===== src/rtl/ha_array_accum_if.sv =====
// ha_array_accum_if: handshake bundle between the ha_array row producer,
// the ha_array_accum final adder and its consumer.
//   in_valid/in_ready          : upstream handshake
//   ha_array_{0..3}_b (7b)     : carry rows of the four row groups
//   ha_array_{0..3}_t (9b)     : sum rows of the four row groups
//   out_valid/out_ready        : downstream handshake
//   product (OUT_W), ovf       : reduced product and overflow flag
// The master modport is the side that supplies rows and consumes the product.
// The slave modport is the adder stage.
interface ha_array_accum_if #(
  parameter int OUT_W = 16
);
  logic             in_valid;
  logic             in_ready;
  logic [6:0]       ha_array_0_b;
  logic [8:0]       ha_array_0_t;
  logic [6:0]       ha_array_1_b;
  logic [8:0]       ha_array_1_t;
  logic [6:0]       ha_array_2_b;
  logic [8:0]       ha_array_2_t;
  logic [6:0]       ha_array_3_b;
  logic [8:0]       ha_array_3_t;
  logic             out_valid;
  logic             out_ready;
  logic [OUT_W-1:0] product;
  logic             ovf;

  modport master (
    output in_valid, ha_array_0_b, ha_array_0_t, ha_array_1_b, ha_array_1_t,
           ha_array_2_b, ha_array_2_t, ha_array_3_b, ha_array_3_t, out_ready,
    input  in_ready, out_valid, product, ovf
  );

  modport slave (
    input  in_valid, ha_array_0_b, ha_array_0_t, ha_array_1_b, ha_array_1_t,
           ha_array_2_b, ha_array_2_t, ha_array_3_b, ha_array_3_t, out_ready,
    output in_ready, out_valid, product, ovf
  );
endinterface


===== src/rtl/ha_array_accum.sv =====
// ha_array_accum: two-stage pipelined final adder for the 8x8 unsigned
// ha_array partial-product generator.
//   clk    : rising-edge clock
//   rst_n  : asynchronous active-low reset, clears both stages and outputs
//   bus    : ha_array_accum_if slave side (row groups in, product/ovf out)
// Each group G_i = t_i + (b_i << 2); the exact product is
// G0 + (G1<<2) + (G2<<4) + (G3<<6). Stage 1 forms the two partial sums
// P0 = G0 + (G1<<2) and P1 = G2 + (G3<<2); stage 2 forms P0 + (P1<<4),
// flags overflow above 2^OUT_W-1 and optionally saturates.
module ha_array_accum #(
  parameter int OUT_W  = 16,
  parameter bit SAT_EN = 1'b1
) (
  input logic          clk,
  input logic          rst_n,
  ha_array_accum_if.slave bus
);

  // Wide enough for the exact 17-bit sum and for the overflow test at OUT_W.
  localparam int SUM_W = (OUT_W >= 17) ? OUT_W + 1 : 17;

  function automatic logic [9:0] grp(input logic [6:0] b, input logic [8:0] t);
    return {1'b0, t} + {1'b0, b, 2'b00};
  endfunction

  logic             s1_valid_reg;
  logic [12:0]      p0_reg;
  logic [12:0]      p1_reg;
  logic             s2_valid_reg;
  logic [OUT_W-1:0] product_reg;
  logic             ovf_reg;

  logic             s1_adv;
  logic             s2_adv;
  logic [9:0]       g0, g1, g2, g3;
  logic [12:0]      p0_next;
  logic [12:0]      p1_next;
  logic [SUM_W-1:0] sum_wide;
  logic             ovf_next;
  logic [OUT_W-1:0] product_next;

  // Backpressure chain: stage 2 moves when empty or drained, stage 1 when
  // empty or stage 2 is moving. in_ready therefore depends on out_ready
  // combinationally, but nothing feeds in_valid through to out_valid.
  assign s2_adv = !s2_valid_reg || bus.out_ready;
  assign s1_adv = !s1_valid_reg || s2_adv;

  always_comb begin
    g0       = grp(bus.ha_array_0_b, bus.ha_array_0_t);
    g1       = grp(bus.ha_array_1_b, bus.ha_array_1_t);
    g2       = grp(bus.ha_array_2_b, bus.ha_array_2_t);
    g3       = grp(bus.ha_array_3_b, bus.ha_array_3_t);
    p0_next  = 13'(g0) + (13'(g1) << 2);
    p1_next  = 13'(g2) + (13'(g3) << 2);
    sum_wide = SUM_W'(p0_reg) + (SUM_W'(p1_reg) << 4);
    // Anything at or above bit OUT_W means the sum left the output range;
    // only approximate (out-of-range) row encodings can get there.
    ovf_next = |(sum_wide >> OUT_W);
    if (SAT_EN && ovf_next) begin
      product_next = '1;
    end else begin
      product_next = sum_wide[OUT_W-1:0];
    end
  end

  // Stage 1: data only captured when a valid input is actually accepted.
  always_ff @(posedge clk or negedge rst_n) begin
    if (!rst_n) begin
      s1_valid_reg <= 1'b0;
      p0_reg       <= '0;
      p1_reg       <= '0;
    end else if (s1_adv) begin
      s1_valid_reg <= bus.in_valid;
      if (bus.in_valid) begin
        p0_reg <= p0_next;
        p1_reg <= p1_next;
      end
    end
  end

  // Stage 2: product/ovf hold while stalled, so the consumer sees stable data.
  always_ff @(posedge clk or negedge rst_n) begin
    if (!rst_n) begin
      s2_valid_reg <= 1'b0;
      product_reg  <= '0;
      ovf_reg      <= 1'b0;
    end else if (s2_adv) begin
      s2_valid_reg <= s1_valid_reg;
      if (s1_valid_reg) begin
        product_reg <= product_next;
        ovf_reg     <= ovf_next;
      end
    end
  end

  assign bus.in_ready  = s1_adv;
  assign bus.out_valid = s2_valid_reg;
  assign bus.product   = product_reg;
  assign bus.ovf       = ovf_reg;

endmodule

===== src/flat_wrapper.sv =====
// flat-port wrapper written by rule: the top's interface ports become plain ports
module ha_array_accum_flat 
#(
  parameter int OUT_W  = 16,
  parameter bit SAT_EN = 1'b1
)
  (clk, rst_n, bus_in_valid, bus_ha_array_0_b, bus_ha_array_0_t, bus_ha_array_1_b, bus_ha_array_1_t, bus_ha_array_2_b, bus_ha_array_2_t, bus_ha_array_3_b, bus_ha_array_3_t, bus_out_ready, bus_in_ready, bus_out_valid, bus_product, bus_ovf);
  ha_array_accum_if #(.OUT_W(OUT_W)) bus_i ();
  input logic clk;
  input logic rst_n;
  input wire logic [$bits(bus_i.in_valid)-1:0] bus_in_valid;
  input wire logic [$bits(bus_i.ha_array_0_b)-1:0] bus_ha_array_0_b;
  input wire logic [$bits(bus_i.ha_array_0_t)-1:0] bus_ha_array_0_t;
  input wire logic [$bits(bus_i.ha_array_1_b)-1:0] bus_ha_array_1_b;
  input wire logic [$bits(bus_i.ha_array_1_t)-1:0] bus_ha_array_1_t;
  input wire logic [$bits(bus_i.ha_array_2_b)-1:0] bus_ha_array_2_b;
  input wire logic [$bits(bus_i.ha_array_2_t)-1:0] bus_ha_array_2_t;
  input wire logic [$bits(bus_i.ha_array_3_b)-1:0] bus_ha_array_3_b;
  input wire logic [$bits(bus_i.ha_array_3_t)-1:0] bus_ha_array_3_t;
  input wire logic [$bits(bus_i.out_ready)-1:0] bus_out_ready;
  output wire logic [$bits(bus_i.in_ready)-1:0] bus_in_ready;
  output wire logic [$bits(bus_i.out_valid)-1:0] bus_out_valid;
  output wire logic [$bits(bus_i.product)-1:0] bus_product;
  output wire logic [$bits(bus_i.ovf)-1:0] bus_ovf;
  assign bus_i.in_valid = bus_in_valid;
  assign bus_i.ha_array_0_b = bus_ha_array_0_b;
  assign bus_i.ha_array_0_t = bus_ha_array_0_t;
  assign bus_i.ha_array_1_b = bus_ha_array_1_b;
  assign bus_i.ha_array_1_t = bus_ha_array_1_t;
  assign bus_i.ha_array_2_b = bus_ha_array_2_b;
  assign bus_i.ha_array_2_t = bus_ha_array_2_t;
  assign bus_i.ha_array_3_b = bus_ha_array_3_b;
  assign bus_i.ha_array_3_t = bus_ha_array_3_t;
  assign bus_i.out_ready = bus_out_ready;
  assign bus_in_ready = bus_i.in_ready;
  assign bus_out_valid = bus_i.out_valid;
  assign bus_product = bus_i.product;
  assign bus_ovf = bus_i.ovf;
  ha_array_accum #(.OUT_W(OUT_W), .SAT_EN(SAT_EN)) u_core (.clk(clk), .rst_n(rst_n), .bus(bus_i));
endmodule

===== config.mk =====
export PLATFORM = sky130hd
export DESIGN_NAME = ha_array_accum_flat
export DESIGN_NICKNAME = d
export VERILOG_FILES = /design/src/rtl/ha_array_accum_if.sv /design/src/rtl/ha_array_accum.sv /design/src/flat_wrapper.sv
export SDC_FILE = /design/constraint.sdc
export NUM_CORES = 1
export LEC_CHECK = 0
export BUFFER_PORTS_ARGS = -buffer_cell sky130_fd_sc_hd__buf_4
export CAP_MARGIN = 20
export CORE_MARGIN = 3
export CORE_UTILIZATION = 40
export CTS_CLUSTER_SIZE = 20
export DETAILED_ROUTE_END_ITERATION = 6
export GPL_TIMING_DRIVEN = 0
export PLACE_DENSITY = 0.69
export SLEW_MARGIN = 10
export SYNTH_ARGS = -nofsm -noshare
export SYNTH_HDL_FRONTEND = slang
export SYNTH_SLANG_ARGS = --single-unit

===== constraint.sdc =====
create_clock -name clk -period 5.7 [get_ports clk]
set_input_delay 0.855 -clock clk [delete_from_list [all_inputs] [get_ports clk]]
set_output_delay 0.855 -clock clk [all_outputs]
set_load 0.05 [all_outputs]

**Yosys cells after proc, flatten, opt, wreduce, memory -nomap -nowiden**

Cells that the tools add are included.

- Latch bits: 0
- Register bits after elaboration: 45
- Memories kept: 0
- Bits in read-only memories: 0
- Memory bits (writable): 0
- Input bits: 68
- Logic and storage cells: 20
- Output and inout bits: 19

- Divide/modulo/power cells: 0
- Add/sub/neg operators: 7
- Muxes and demuxes: 1
- Magnitude comparators: 0
- Equal/unequal tests: 0
- Reduce and logical (&&, ||, !) cells: 6
- Bitwise gates (word level): 0
- Shifts and indexed selects: 0
- $mul: 0

Operators by type and width:

| kind | number |
|---|---|
| 9-bit by 9-bit adder with 10-bit output | 4 |
| 10-bit by 12-bit adder with 13-bit output | 2 |
| 13-bit by 17-bit adder with 17-bit output | 1 |
| 16-bit 2-to-1 mux | 1 |
| 2-bit AND reduction | 2 |
| 1-bit zero test | 2 |
| 1-bit logical OR | 2 |

**Longest topological paths before layout**

Gate-level depths: netlist of the first run.

- Depth in word-level cells: 4
- Mapped depth: 13
- Depth with buffers taken out: 13

**Worst setup path before layout of the first run**

No wires, ideal clock.

- Path type: input port to flip-flop
- From: input port bus_ha_array_3_t[2]
- To: register u_core.p1_reg[12]
- Arrival time: 3.612 ns
- Cell stages on the path: 11
- Path slack: 1.970 ns
- Required time: 5.582 ns
- Setup time: 0.118 ns
- Path buffers: 0
- Cells stage by stage: ha_1 -> fa_1 -> a21o_2 -> a21oi_1 -> xnor2_1 -> fa_1 -> ha_1 -> or4_1 -> a31oi_1 -> nor4b_1 -> a21o_1

- Longest elaborated chain between the ends: 2

RTL lines:

| element | line | RTL |
|---|---|---|
| start, declared | flat_wrapper.sv:19 | `input wire logic [$bits(bus_i.ha_array_3_t)-1:0] bus_ha_array_3_t;` |
| 9-bit by 9-bit adder with 10-bit output | ha_array_accum.sv:23 | `return {1'b0, t} + {1'b0, b, 2'b00};` |
| 10-bit by 12-bit adder with 13-bit output | ha_array_accum.sv:54 | `p1_next = 13'(g2) + (13'(g3) << 2);` |
| end signal, assigned | ha_array_accum.sv:76 | `p1_reg <= p1_next;` |
| end, declared | ha_array_accum.sv:28 | `logic [12:0] p1_reg;` |

No other way between the ends.
A chain may end at the register's enable or synchronous reset.

**Worst setup path after layout of the first run**

Ends and elaborated chain as after synthesis.

==> metrics.md, run 1 <==
| Metric | Value |
|---|---|
| Final cycle utilization of the critical path | `0.657` |
| Mean number of vias per cell | `5.12` |
| Max IR drop VDD | `0.222 mV` |
| Multi-input gate area | `between 0.002 and 0.0025 sq mm` |
| Final wirelength | `7630 microns` |
| Max-slew headroom | `0.617` |
| Clock sink total | `45` |
| Number of standard cells after synthesis | `389` |
| Number of post-CTS setup repair buffers | `0` |
| IO Port Bufs | `86` |
| Setup clock skew after layout | `5.96 ps` |
| Number of maximum-capacitance violations | `0` |
| Category of cells accounting for the largest share of critical-path delay | `adder cells` |
| Critical Path RT | `~6000 ps` |
| Wire length of the first global-routing pass | `12900 microns` |
| Startpoint type of the worst setup path | `input pin` |
| Ratio of cells with drive above 1 in the final layout | `0.234` |
| CTS tree | `done` |
| Number of flip-flops under the largest register name | `16` |
| Layout fillers | `between 800 and 900` |
| Maximum number of pins on one net before global-route repair | `46` |
| Final hold violation count | `0` |
| Highest-delay cell along the critical path | `sky130_fd_sc_hd__or4_1` |
| Post-route cell area | `about 0.0045 sq mm` |
| Initial cell density of the core | `0.417` |
| Vias after detailed routing | `3027` |
| Crit path DAT | `3940 ps` |
| Number of buffers between clock root and the deepest sink | `2` |
| Global-route usage over all layers | `0.153` |
| Sequential share of the synthesized area | `0.307` |
| CTS Root Cell | `sky130_fd_sc_hd__clkbuf_8` |
| Number of top-level pins | `87` |
| Result of the run | `finished clean` |
| Post-synthesis net count | `roughly 510` |
| Site Rows | `34` |
| Number of nets in the layout | `between 600 and 700` |
| Die H | `a little over 100 microns` |
| Endpoint type of the worst setup path | `register` |
| Min Hold Slack | `469 ps` |
| Total congestion overflow | `0` |
| Synthesis warning total | `0` |
| Static Leakage | `2.17 nW` |
| Die Wd | `approximately 100 microns` |
| Via count of the first global-routing pass | `2882` |
| Final routed wire length divided by cell count | `about 13 microns` |
| Total buffers and inverters traversed by the critical path | `1` |
| Pin slew with the least headroom to its limit | `575 ps` |
| Residual DRC | `0` |
| Number of pins with negative max-slew slack in the final report | `0` |
| Area grow syn2layout | `23.9%` |
| Clock-pin slew reported for the worst setup and hold paths after clock tree synthesis | `~80 ps` |
| Core box area | `0.00881 sq mm` |
| Number of buffers created by CTS | `5` |
| Total number of H-tree levels | `2` |
| Length of the first detailed-routing pass in iterations | `4` |
| EDFF count, synth | `0` |
| Max Clk Rate | `267 MHz` |
| Number of buffers inserted for hold repair after clock tree synthesis | `0` |
| Worst setup path class | `in2reg` |
| Quantity of gates resized following cts | `0` |
| Number of synthesized register bits | `between 40 and 50` |
| Syn avg cell area | `9.44 sq um` |
| Top_reg_cell synth | `sky130_fd_sc_hd__dfrtp_1` |
| Cell area reported after detailed placement | `0.00445 sq mm` |
| RSZ-0062 raised after global routing | `no` |
| Number of nets still failing antenna checks after routing | `0` |
| Class of the worst hold path | `reg2reg` |
| Total die area | `just over 0.01 sq mm` |
| Clock insertion delay at the later pin of the skew report | `300 ps` |
| Setup TNS | `0 ps` |
| Series of cell instances along the critical path | `buf_4, ha_1, fa_1, a21o_2, a21oi_1, xnor2_1, fa_1, ha_1, or4_1, a31oi_1, nor4b_1, a21o_1` |
| Initial antenna violation count | `0` |
| Area used by sequential logic in the layout | `~0.0011 sq mm` |
| Routability Congestion | `between 0.8 and 0.9` |
| Minimum period implied by the final worst setup slack | `~3700 ps` |
| Post-synth ARST share | `1.00` |
| Distinct cell type count after synthesis | `50` |
| Mapped Area | `0.00367 sq mm` |
| Setup violation total in the final timing report | `0` |
| Antenna diodes | `0` |
| Maximum fanout encountered on the critical timing path | `5` |
| Cell Pwr Density | `around 400 mW/mm^2` |
| Detail Placement HPWL | `between 6000 and 7000 microns` |
| CP max stage delay | `520 ps` |
| Iter 0 DRT Violations | `113` |
==> final cells by class <==
cell class | count | area share
multi-input cells | 310 | 0.531
clock inverters | 2 | 0.00303
well taps | 108 | 0.0297
flip-flops and latches | 45 | 0.248
inverters | 27 | 0.0223
repair buffers | 86 | 0.142
plain buffers | 7 | 0.00605
clock buffers | 6 | 0.0182
==> placed cells by master (no fill, tap or decap), drive strengths merged, types with 2 or more instances in the layout <==
| cell | n |
|---|---|
| a211o | 2 |
| a211oi | 9 |
| a21o | 6 |
| a21oi | 15 |
| a31oi | 10 |
| buf | 87 |
| clkbuf | 12 |
| clkinv | 2 |
| dfrtp | 45 |
| fa | 19 |
| ha | 37 |
| inv | 27 |
| mux2 | 8 |
| nand2 | 46 |
| nand2b | 11 |
| nand3 | 2 |
| nor2 | 26 |
| nor2b | 7 |
| nor3 | 8 |
| nor4 | 2 |
| nor4b | 2 |
| o21a | 8 |
| o21ai | 36 |
| o21bai | 6 |
| o31a | 2 |
| o31ai | 7 |
| or3 | 2 |
| or4 | 4 |
| xnor2 | 17 |
| xor2 | 5 |
==> per-layer routing <==
metal | global-route usage | wire length (microns) | vias up
li1 | - | - | 1566
met1 | 0.206 | 3610 | 1370
met2 | 0.247 | 3500 | 82
met3 | 0.0337 | 409 | 9
met4 | 0.0440 | 100 | 0
met5 | 0 | 0 | -
==> worst reg2reg max path: cells and delay by family (launching register included) <==
family	cells	cell delay (ps)
AOI/OAI and AO/OA	3	650
adders and majority gates	2	570
xor gates and xnor gates	1	390
DFF	1	360
buffers and inverters	2	220
and+or+nand+nor	1	210
==> synthesized netlist by cell type, drive strengths merged, types with 8 or more instances <==
cell type / count / area share
mux2: 8 / 0.025
ha: 37 / 0.13
nand2b: 11 / 0.019
inv: 27 / 0.028
a31oi: 10 / 0.017
a21oi: 15 / 0.022
a211oi: 9 / 0.021
nor2: 26 / 0.027
nand2: 46 / 0.047
nor3: 8 / 0.011
o21ai: 36 / 0.049
o21a: 8 / 0.016
xnor2: 17 / 0.043
dfrtp: 45 / 0.31
fa: 19 / 0.10
==> final timing paths <==
path / from / to / slack (ps) / cells after the start
max: bus_ha_array_3_t[2] / u_core.p1_reg[12] / 1950 / 12
min: u_core.bus.product[8] / u_core.bus.product[8] / 470 / 2
max reg2reg: u_core.p0_reg[4] / u_core.bus.product[10] / 3220 / 9
min reg2reg: u_core.bus.product[8] / u_core.bus.product[8] / 470 / 2
max in group asynchronous: rst_n / u_core.p1_reg[9] / 4750 / 1
min in group asynchronous: rst_n / u_core.bus.product[14] / 550 / 1
==> kinds of logic (layout without fill, tap and decap cells) <==
kind of cell             count (synthesis)  in the layout  synth area share
AO/OA/AOI/OAI                          109            109             0.199
buffers and inverters                   34            128            0.0351
AND/OR/NAND/NOR                        114            114             0.148
multiplexers                             9              9            0.0273
flip-flops                              45             45             0.307
XOR/XNOR                                22             22            0.0545
adder cells (fa/ha/maj)                 56             56             0.230
==> power breakdown <==
group / internal (mW) / switching, mW / total [mW]
combinational: 0.464 / 0.657 / 1.12
clock: 0.0982 / 0.107 / 0.205
sequential: 0.437 / 0.0778 / 0.515
==> through the flow <==
| step | total power, mW | instances | setup slack, ps | utilization |
|---|---|---|---|---|
| detailed placement | 1.64 | 583 | 1650 | 0.506 |
| finish | 1.84 | 591 | 1950 | 0.516 |
| floorplan | 1.35 | 389 | 1970 | - |
| global route | 2.00 | 591 | 1850 | 0.516 |
| global placement | 1.62 | 583 | 1650 | 0.506 |
| CTS | 1.85 | 591 | 1960 | 0.516 |
(Power assumes the default switching activity.)
==> inputs of run 2 (changes only) <==
- PLACE_DENSITY: 0.69 -> 0.72
- clock period: 5.7 -> 3.14 ns (I/O delays scaled with it)
==> run 2 against run 1 <==
Critical path depth is the same. Via count grew 1.5%. Sequential power grew 82%. Routed wire length grew 3.4%. Final cell count grew 0.17%.
==> metrics.md, run 2 (same netlist as run 1, synthesis figures left out) <==
| Metric | Value |
|---|---|
| Vias after detailed routing | `3071 (+1.5%)` |
| Die H | `102 microns (unchanged)` |
| Placement Setup Slack | `-325 ps (-1970 ps)` |
| CTS tree | `done` |
| Maximum fanout encountered on the critical timing path | `4 (-1)` |
| Number of buffers inserted for hold repair after clock tree synthesis | `0 (unchanged)` |
| Category of cells accounting for the largest share of critical-path delay | `adder cells` |
| Site Rows | `34 (unchanged)` |
| Crit path DAT | `3210 ps (-730 ps)` |
| Number of maximum-capacitance violations | `0 (unchanged)` |
| Critical path depth in cells | `12 (unchanged)` |
| Number of buffers between clock root and the deepest sink | `2 (unchanged)` |
| Max IR drop VDD | `0.394 mV (+77%)` |
| Number of buffers created by CTS | `5 (unchanged)` |
| Number of nets still failing antenna checks after routing | `0 (unchanged)` |
| Min Hold Slack | `161 ps (-308 ps)` |
| Reg2reg start | `u_core.p0_reg[4]` |
| Startpoint type of the worst setup path | `input pin` |
| Setup violation total in the final timing report | `0 (unchanged)` |
| Iter 0 DRT Violations | `99 (-12%)` |
| Detail Placement HPWL | `6510 microns (+3.2%)` |
| Clock insertion delay at the later pin of the skew report | `300 ps (about the same)` |
| Mean number of vias per cell | `5.19 (+1.3%)` |
| Total buffers and inverters traversed by the critical path | `1 (unchanged)` |
| Final hold violation count | `0 (unchanged)` |
| Max Clk Rate | `331 MHz` |
| Die Wd | `102 microns (unchanged)` |
| Result of the run | `finished clean` |
| Static Leakage | `2.18 nW (+0.15%)` |
| Total congestion overflow | `0 (unchanged)` |
| FF-to-FF End | `u_core.bus.product[5]` |
| Residual DRC | `0 (unchanged)` |
| Final routed wire length divided by cell count | `13.3 microns (+3.2%)` |
| Leading cell type in the layout, fill and taps excluded | `sky130_fd_sc_hd__buf_4` |
| Maximum number of pins on one net before global-route repair | `46 (unchanged)` |
| Total die area | `0.0104 sq mm (unchanged)` |
| Cell repeated most along the worst path | `sky130_fd_sc_hd__ha_4` |
| Ratio of cells with drive above 1 in the final layout | `0.262 (+0.0284)` |
| Number of nets in the layout | `607 (+0.17%)` |
| Core box area | `0.00881 sq mm (unchanged)` |
| Total number of H-tree levels | `2 (unchanged)` |
| Area grow syn2layout | `26.6%` |
| Minimum period implied by the final worst setup slack | `3020 ps` |
| Final cycle utilization of the critical path | `0.961` |
| Clock-pin slew reported for the worst setup and hold paths after clock tree synthesis | `80 ps (about the same)` |
| Register-to-register path setup slack | `650 ps (-2570 ps)` |
| IO Port Bufs | `86 (unchanged)` |
| Count of cells along the worst register-to-register path | `9 (unchanged)` |
| Max-slew headroom | `0.627 (+0.0105)` |
| Antenna diodes | `0 (unchanged)` |
| Final wirelength | `7880 microns (+3.4%)` |
| Post-layout instance count excluding filler cells | `592 (+0.17%)` |
| Number of top-level pins | `87 (unchanged)` |
| Highest-delay cell along the critical path | `sky130_fd_sc_hd__or4_4` |
| Setup clock skew after layout | `6.71 ps (+0.745 ps)` |
| Number of pins with negative max-slew slack in the final report | `0 (unchanged)` |
| RSZ-0062 raised after global routing | `no` |
| Worst setup path class | `in2reg` |
| Cell Pwr Density | `734 mW/mm^2 (+81%)` |
| Wire length of the first global-routing pass | `13000 microns (+1.3%)` |
| Final Worst Setup Slack | `123 ps (-1830 ps)` |
| Critical Path RT | `3330 ps (-2560 ps)` |
| Length of the first detailed-routing pass in iterations | `4 (unchanged)` |
| Number of flip-flops under the largest register name | `16 (unchanged)` |
| Via count of the first global-routing pass | `2990 (+3.7%)` |
| CTS Root Cell | `sky130_fd_sc_hd__clkbuf_8` |
| CP max stage delay | `490 ps (-30 ps)` |
| Class of the worst hold path | `in2async` |
| Initial cell density of the core | `0.417 (unchanged)` |
| Endpoint type of the worst setup path | `register` |
| Global-route usage over all layers | `0.153 (-0.000400)` |
| Pin slew with the least headroom to its limit | `559 ps (-15.8 ps)` |
| Series of cell instances along the critical path | `buf_6, ha_4, fa_2, a21o_2, a21oi_2, xnor2_1, fa_1, ha_4, or4_4, a31oi_4, nor4b_2, a21o_1` |
| Commonest non-fill, non-tap cells in the layout | `sky130_fd_sc_hd__buf_4 (85), sky130_fd_sc_hd__nand2_1 (46), sky130_fd_sc_hd__dfrtp_1 (45), sky130_fd_sc_hd__ha_1 (33), sky130_fd_sc_hd__o21ai_0 (28)` |
| Routability Congestion | `0.837 (+1.2%)` |
| Clock sink total | `45 (unchanged)` |
| Inst Count DP | `583 (unchanged)` |
| Initial antenna violation count | `0 (unchanged)` |
run 2: worst max-delay path by stage:
stage                             start  slack, ps                end
floorplan           bus_ha_array_3_t[2]          4  u_core.p1_reg[12]
global placement    bus_ha_array_1_t[2]       -250  u_core.p0_reg[10]
detailed placement  bus_ha_array_1_t[2]       -330  u_core.p0_reg[10]
CTS                 bus_ha_array_1_t[2]          4  u_core.p0_reg[10]
global route        bus_ha_array_1_t[2]          8  u_core.p0_reg[10]
finish              bus_ha_array_3_t[2]        120  u_core.p1_reg[12]
run 2: final cells by class:
type / count / area (sq um)
Sequential cell: 45 / 1130
Tap cell: 108 / 135
Timing Repair Buffer: 87 / 661
Clock buffer: 7 / 76.3
Inverter: 27 / 101
Fill cell: 798 / 4160
Clock inverter: 1 / 7.51
Buffer: 7 / 27.5
Multi-Input combinational cell: 310 / 2510
run 2: metal layers:
metal | share of wire | routed length, microns | global-route usage | up-vias
li1 | - | - | - | 1565
met1 | 0.47 | 3690 | 0.201 | 1432
met2 | 0.48 | 3770 | 0.268 | 68
met3 | 0.047 | 369 | 0.0213 | 6
met4 | 0.0067 | 53 | 0.0307 | 0
met5 | 0 | 0 | 0 | -
run 2: stage by stage:
step	util	cell area, sq um	power (mW)	TNS (ps)
global placement	0.510	4490	2.95	-1070
floorplan	-	3710	2.47	0
finish	0.528	4650	3.41	0
CTS	0.519	4570	3.37	0
detailed placement	0.510	4490	3.01	-1400
global route	0.528	4650	3.70	0
run 2: what timing repair did:
item / CTS / global route
gates resized for setup: 0 / 13
buffers inserted: 0 / 1
endpoints found under the hold margin: 0 / 0
setup endpoints to repair: 0 / 5
run 2: worst reg2reg max path: stages, from the launching register on:
cell and delay [ps]:
sky130_fd_sc_hd__dfrtp_1 360, sky130_fd_sc_hd__ha_1 200, sky130_fd_sc_hd__inv_1 60, sky130_fd_sc_hd__fa_1 380, sky130_fd_sc_hd__nand2b_1 210, sky130_fd_sc_hd__a211oi_2 320, sky130_fd_sc_hd__o31ai_4 130, sky130_fd_sc_hd__xnor2_2 380
sky130_fd_sc_hd__inv_2 150, sky130_fd_sc_hd__a31oi_1 210
run 2: power breakdown:
group          total (mW)  internal (mW)  switching, mW
combinational        2.13          0.892           1.24
clock               0.346          0.158          0.188
sequential          0.935          0.793          0.142
